## src/rtl/hazard_stall_ctrl.sv

```systemverilog
`default_nettype none
// ============================================================================
// Module   : hazard_stall_ctrl
// Summary  : Hazard interlock for the 5-stage MIPS pipeline. Covers load-use,
//            ID-stage branch operand hazards and mult/div sequencing with
//            HI/LO consumer interlock.
//            HAZARD_PERF_CNT_EN adds saturating stall counters.
// Revision : 1.0 - initial release
// ============================================================================
module hazard_stall_ctrl #(
    parameter int MD_LATENCY = 32,
    parameter int CNT_W      = 32
) (
    input  logic             clk,
    input  logic             reset,
    input  logic [4:0]       ID_RegisterRs,
    input  logic [4:0]       ID_RegisterRt,
    input  logic             ID_UsesRs,
    input  logic             ID_UsesRt,
    input  logic             ID_Branch,
    input  logic             ID_MulDiv,
    input  logic             ID_ReadHiLo,
    input  logic             BranchTaken,
    input  logic             Jump,
    input  logic             ID_EX_MemRead,
    input  logic             ID_EX_RegWrite,
    input  logic [4:0]       ID_EX_RegisterRd,
    input  logic             EX_MEM_MemRead,
    input  logic             EX_MEM_RegWrite,
    input  logic [4:0]       EX_MEM_RegisterRd,
    output logic             PC_Write,
    output logic             IF_ID_Write,
    output logic             IF_ID_Flush,
    output logic             ID_EX_Flush,
    output logic             MulDiv_Start,
    output logic             MulDiv_Busy,
    output logic [CNT_W-1:0] Stall_Cycles,
    output logic [CNT_W-1:0] LoadUse_Stalls
);

    localparam logic [7:0] C_MD_LOAD = 8'(MD_LATENCY - 1);

    typedef enum logic [0:0] {
        RUN     = 1'b0,
        MD_BUSY = 1'b1
    } state_t;

    state_t     r_state;
    state_t     w_state_nxt;
    logic [7:0] r_md_cnt;
    logic [7:0] w_md_cnt_nxt;

    logic w_rs_ex;
    logic w_rt_ex;
    logic w_rs_mem;
    logic w_rt_mem;
    logic w_load_use;
    logic w_br_haz;
    logic w_md_haz;
    logic w_stall;

    function automatic logic reg_match(input logic [4:0] r, input logic [4:0] d);
        return (d != 5'd0) && (d == r);
    endfunction

    assign w_rs_ex  = reg_match(ID_RegisterRs, ID_EX_RegisterRd);
    assign w_rt_ex  = reg_match(ID_RegisterRt, ID_EX_RegisterRd);
    assign w_rs_mem = reg_match(ID_RegisterRs, EX_MEM_RegisterRd);
    assign w_rt_mem = reg_match(ID_RegisterRt, EX_MEM_RegisterRd);

    assign w_load_use = ID_EX_MemRead && ((ID_UsesRs && w_rs_ex) || (ID_UsesRt && w_rt_ex));

    // rt reaches the ID comparator only from MEM/WB, so any MEM-stage write to rt stalls
    assign w_br_haz = ID_Branch && ((ID_EX_RegWrite && (w_rs_ex || w_rt_ex)) ||
                                    (EX_MEM_MemRead && w_rs_mem) ||
                                    (EX_MEM_RegWrite && w_rt_mem));

    assign w_md_haz = (r_state == MD_BUSY) && (ID_MulDiv || ID_ReadHiLo);
    assign w_stall  = w_load_use || w_br_haz || w_md_haz;

    always_ff @(posedge clk) begin
        if (!reset) begin
            r_state  <= RUN;
            r_md_cnt <= 8'd0;
        end else begin
            r_state  <= w_state_nxt;
            r_md_cnt <= w_md_cnt_nxt;
        end
    end

    always_comb begin
        w_state_nxt  = r_state;
        w_md_cnt_nxt = r_md_cnt;
        PC_Write     = 1'b1;
        IF_ID_Write  = 1'b1;
        IF_ID_Flush  = 1'b0;
        ID_EX_Flush  = 1'b0;
        MulDiv_Start = 1'b0;
        MulDiv_Busy  = 1'b0;
        if (reset) begin
            if (w_stall) begin
                PC_Write    = 1'b0;
                IF_ID_Write = 1'b0;
                ID_EX_Flush = 1'b1;
            end else begin
                IF_ID_Flush = BranchTaken || Jump;
            end
            case (r_state)
                RUN: begin
                    if (ID_MulDiv && !w_stall) begin
                        MulDiv_Start = 1'b1;
                        w_state_nxt  = MD_BUSY;
                        w_md_cnt_nxt = C_MD_LOAD;
                    end
                end
                MD_BUSY: begin
                    MulDiv_Busy = 1'b1;
                    // count of zero marks the final busy cycle
                    if (r_md_cnt == 8'd0) begin
                        w_state_nxt = RUN;
                    end else begin
                        w_md_cnt_nxt = r_md_cnt - 8'd1;
                    end
                end
                default: begin
                    w_state_nxt  = RUN;
                    w_md_cnt_nxt = 8'd0;
                end
            endcase
        end
    end

`ifdef HAZARD_PERF_CNT_EN
    logic [CNT_W-1:0] r_stall_cnt;
    logic [CNT_W-1:0] r_lu_cnt;

    always_ff @(posedge clk) begin
        if (!reset) begin
            r_stall_cnt <= '0;
            r_lu_cnt    <= '0;
        end else begin
            if (w_stall && (r_stall_cnt != '1)) begin
                r_stall_cnt <= r_stall_cnt + 1'b1;
            end
            if (w_load_use && (r_lu_cnt != '1)) begin
                r_lu_cnt <= r_lu_cnt + 1'b1;
            end
        end
    end

    assign Stall_Cycles   = r_stall_cnt;
    assign LoadUse_Stalls = r_lu_cnt;
`else
    assign Stall_Cycles   = '0;
    assign LoadUse_Stalls = '0;
`endif

endmodule
`default_nettype wire

```

## config.mk

```make
export PLATFORM = sky130hd
export DESIGN_NAME = hazard_stall_ctrl
export DESIGN_NICKNAME = d
export VERILOG_FILES = /design/src/rtl/hazard_stall_ctrl.sv
export SDC_FILE = /design/constraint.sdc
export NUM_CORES = 1
export LEC_CHECK = 0
export ABC_CLOCK_PERIOD_IN_PS = 2400
export CAP_MARGIN = 40
export CORE_UTILIZATION = 31
export DETAILED_ROUTE_END_ITERATION = 8
export MAX_ROUTING_LAYER = met4
export PLACE_DENSITY = 0.76
export SLEW_MARGIN = 15
export SYNTH_ARGS = -nofsm -noshare
export SYNTH_HDL_FRONTEND = slang
export SYNTH_SLANG_ARGS = --single-unit
```

## constraint.sdc

```tcl
create_clock -name clk -period 2.4 [get_ports clk]
set_input_delay 0.6 -clock clk [delete_from_list [all_inputs] [get_ports clk]]
set_output_delay 0.6 -clock clk [all_outputs]
set_load 0.005 [all_outputs]
```

==> metrics.log <==
[metrics] GRT Overall Usage: between 10 and 15%
[metrics] clock network fraction of total power: 27.5%
[metrics] count of max-cap constraint violations: 0
[metrics] arithmetic-cell share of the synthesized area counting full adders, half adders and majority gates: less than 1%
[metrics] critical path cell sequence: dlygate4sd2_1, xnor2_1, nand4_1, o22ai_2, o211ai_4, and3_4, buf_6, and4_1, buf_2
[metrics] internal power component: 0.000423 W
[metrics] CTS Buf Count: 3
[metrics] Comb pwr share: a little over two fifths
[metrics] most area-consuming cells after synthesis: sky130_fd_sc_hd__buf_4 (36%), sky130_fd_sc_hd__dfxtp_1 (13%), sky130_fd_sc_hd__xnor2_1 (9.1%)
[metrics] setup repair after global routing missed its margin: yes
[metrics] Syn-to-layout area delta: 27.8%
[metrics] Horiz. Die Dim: between 60 and 70 µm
[metrics] area share of the largest cell type after synthesis: between 30% and 40%
[metrics] P per Cell Area: between 300 and 400 nW/µm²
[metrics] leading cell type in the layout, fill and taps excluded: sky130_fd_sc_hd__conb_1
[metrics] Critical Path End Type: output port
[metrics] cell chosen for the clock root: sky130_fd_sc_hd__clkbuf_8
[metrics] area of the core: around 4100 µm²
[metrics] Fin Clk Skew: roughly 0.0083 ns
[metrics] Layout Nets: about 270
[metrics] share of synthesized flip-flops with an asynchronous set or reset: 0%
[metrics] total of endpoints with negative setup slack in the final report: 5
[metrics] count of flip-flops with a built-in enable after synthesis: 0
[metrics] launching element type of the critical path: input pin
[metrics] wire length of the first global-routing pass: ~4200 µm
[metrics] Die Footprint: 4590 µm²
[metrics] overall via count from detail_route: approximately 1,100
[metrics] Worst IR Drop VDD: between 0.15 and 0.2 mV
[metrics] CTS tree: yes
[metrics] count of yosys warnings during synthesis: 0
[metrics] pin count of the biggest net entering global routing: 14
[metrics] I/O pin count: roughly 100
[metrics] initial antenna violation count: 0
[metrics] Placer Congestion: about 0.82
[metrics] Synth Area in Compound Gates: 12.5%
[metrics] violated checks: negative setup slack
[metrics] Tmin final: around 2.8 ns
[metrics] Initial DRC Count: 30
[metrics] mean area per synthesized cell: 7.84 µm²
[metrics] worst skew pair latency: 0.23 ns
[metrics] share of cells above drive strength 1: 26.5%
[metrics] Initial DRT Pass Iterations: 4
[metrics] highest clock rate: ~0.36 GHz
[metrics] top cell type by total area after synthesis: sky130_fd_sc_hd__buf_4
[metrics] total global routing overflow: 0
[metrics] Synth Area in XOR/XNOR: a little over an eighth
[metrics] antenna diode count: 0
[metrics] average routed wire per standard cell: between 9 and 10 µm
[metrics] Required @ worst endpoint: around 1.8 ns
[metrics] floorplan row count: 23
[metrics] fraction of synthesized area in multiplexers: 0%
[metrics] # DRC: 0
[metrics] post-route setup TNS: -1.44 ns
[metrics] critical setup path kind: input pin to output port
[metrics] count of H-tree levels built during CTS: 1
[metrics] crit-path max FO: 3
[metrics] initial standard-cell utilization of the core: approximately 33%
[metrics] setup slack at placement: -1.06 ns
[metrics] Post-Synthesis Cells: ~170
[metrics] maximum single-stage delay on the critical path: ~0.28 ns
[metrics] deepest clock path buffer count: 2
[metrics] Slew Viols, Final: 0
[metrics] final WL: 2670 µm
[metrics] arrival time worst endpoint: 2.16 ns
[metrics] mapped cell area: 1340 µm²
[metrics] Lkg Pwr: 0.800 nW
[metrics] class of the worst hold path: flop to flop
[metrics] synthesis-stage register bit count: 9
[metrics] Final Hold Violating Endpoints: 0
[metrics] Main synth FF type: sky130_fd_sc_hd__dfxtp_1
[metrics] number of I/O port buffers: 38
[metrics] simple-gate area share of the yosys netlist: between 20% and 30%
[metrics] largest family of logic cells by synthesized area: buffers and inverters
[metrics] CTS sink cnt: 9
[metrics] min setup slack post-route: -0.361 ns
[metrics] power spent charging and discharging nets: about 0.00022 W
[metrics] antenna-violating nets left: 0
[metrics] die span in y: between 60 and 70 µm
[metrics] fraction of the cycle the final worst path needs: 115%
[metrics] fraction of power spent switching nets: 34.4%
[metrics] commonest non-fill, non-tap cells in the layout: sky130_fd_sc_hd__conb_1 (64), sky130_fd_sc_hd__buf_4 (20), sky130_fd_sc_hd__xnor2_1 (13)
[metrics] sequential element share of the synthesized area: 13.4%
[metrics] routed vias/inst: a little over 4
[metrics] portion of total power attributed to sequential cells: roughly 29%
[metrics] Clock Pin Slew Worst Setup and Hold Paths: around 0.050 ns
[metrics] via count of the first global-routing pass: slightly above 1,000
[metrics] library cells used by synthesis: 40
[metrics] run status: finished, violations left
[metrics] Slowest-stage cell, CP: sky130_fd_sc_hd__dlygate4sd2_1
[metrics] detailed placer's ending HPWL: 2250 µm
## repair_timing
item	4_1_cts	5_1_grt
hold buffers	0	0
buffers inserted	2	1
resized for setup	91	4
endpoints found under the setup margin	7	5
endpoints found under the hold margin	0	0
pin swaps	17	4
## worst max-delay path: cells and delay by family
family / cells / cell delay, ns
simple gates: 3 / 0.50
buf+inv: 3 / 0.51
xor+xnor: 1 / 0.22
compound gates: 2 / 0.33
## final timing paths
check / startpoint / to / slack (ns) / cells past startpoint
min reg2reg: r_md_cnt[1]$_SDFFE_PN0P_ / r_md_cnt[1]$_SDFFE_PN0P_ / 0.49 / 2
max reg2reg: r_md_cnt[0]$_SDFFE_PN0P_ / r_md_cnt[3]$_SDFFE_PN0P_ / 0.40 / 8
min: r_md_cnt[1]$_SDFFE_PN0P_ / r_md_cnt[1]$_SDFFE_PN0P_ / 0.49 / 2
max: EX_MEM_RegisterRd[0] / MulDiv_Start / -0.36 / 9
## routing by layer
metal	vias up	wire length (µm)	global-route usage [%]
met5	-	0	-
met3	2	204	1.69
li1	565	-	-
met2	59	1370	22.0
met4	0	10	3.13
met1	513	1080	13.9
## cell families (layout without fill, tap and decap cells)
group | Yosys count | after routing
other cells | 1 | 64
xor+xnor | 20 | 20
fa+ha+maj | 1 | 1
buf+inv | 72 | 68
compound gates | 20 | 20
flops | 9 | 9
simple gates | 48 | 48
## stage by stage
stage / util (%) / hold WS (ns) / cell area, µm² / power, W / cells
CTS: 41.6 / 0.492 / 1700 / 0.000640 / 279
global placement: 40.6 / 0.475 / 1660 / 0.000466 / 273
finish: 41.9 / 0.488 / 1710 / 0.000644 / 280
floorplan: - / 0.450 / 1580 / 0.000415 / 234
detailed placement: 40.6 / 0.480 / 1660 / 0.000472 / 273
global route: 41.9 / 0.532 / 1710 / 0.000695 / 280
## registers in the layout, indices dropped and copies added, names as in the netlist
register,count
r_md_cnt,8
r_state,1
## Yosys cell counts (2+ instances only)
| master | instances |
|---|---|
| sky130_fd_sc_hd__clkbuf_1 | 2 |
| sky130_fd_sc_hd__dfxtp_1 | 9 |
| sky130_fd_sc_hd__nor2_1 | 5 |
| sky130_fd_sc_hd__nand2_1 | 12 |
| sky130_fd_sc_hd__a31oi_1 | 5 |
| sky130_fd_sc_hd__buf_4 | 65 |
| sky130_fd_sc_hd__and2_1 | 3 |
| sky130_fd_sc_hd__o21ai_0 | 4 |
| sky130_fd_sc_hd__nand3_1 | 7 |
| sky130_fd_sc_hd__nand4_1 | 2 |
| sky130_fd_sc_hd__nor3_1 | 5 |
| sky130_fd_sc_hd__inv_1 | 4 |
| sky130_fd_sc_hd__o2111a_1 | 3 |
| sky130_fd_sc_hd__xor2_1 | 6 |
| sky130_fd_sc_hd__xnor2_1 | 14 |
## power groups by stage
| stage | Clock, W | Sequential, W | Combinational [W] |
|---|---|---|---|
| final | 0.000177 | 0.000185 | 0.000282 |
| after global routing | 0.000190 | 0.000188 | 0.000318 |
| after CTS | 0.000178 | 0.000185 | 0.000278 |
| after detailed placement | 0 | 0.000188 | 0.000284 |
| after global placement | 0 | 0.000186 | 0.000279 |
| after floorplan | 0 | 0.000184 | 0.000231 |
## cell type report
class	count	area, µm²
clock buffer	3	41.3
inverter	5	18.8
tap	50	62.6
timing repair buffer	59	490
multi-input combinational	153	916
clock inverter	1	5.00
fill	434	2370
sequential	9	180
No activity file was read; power rests on OpenSTA's default activity.
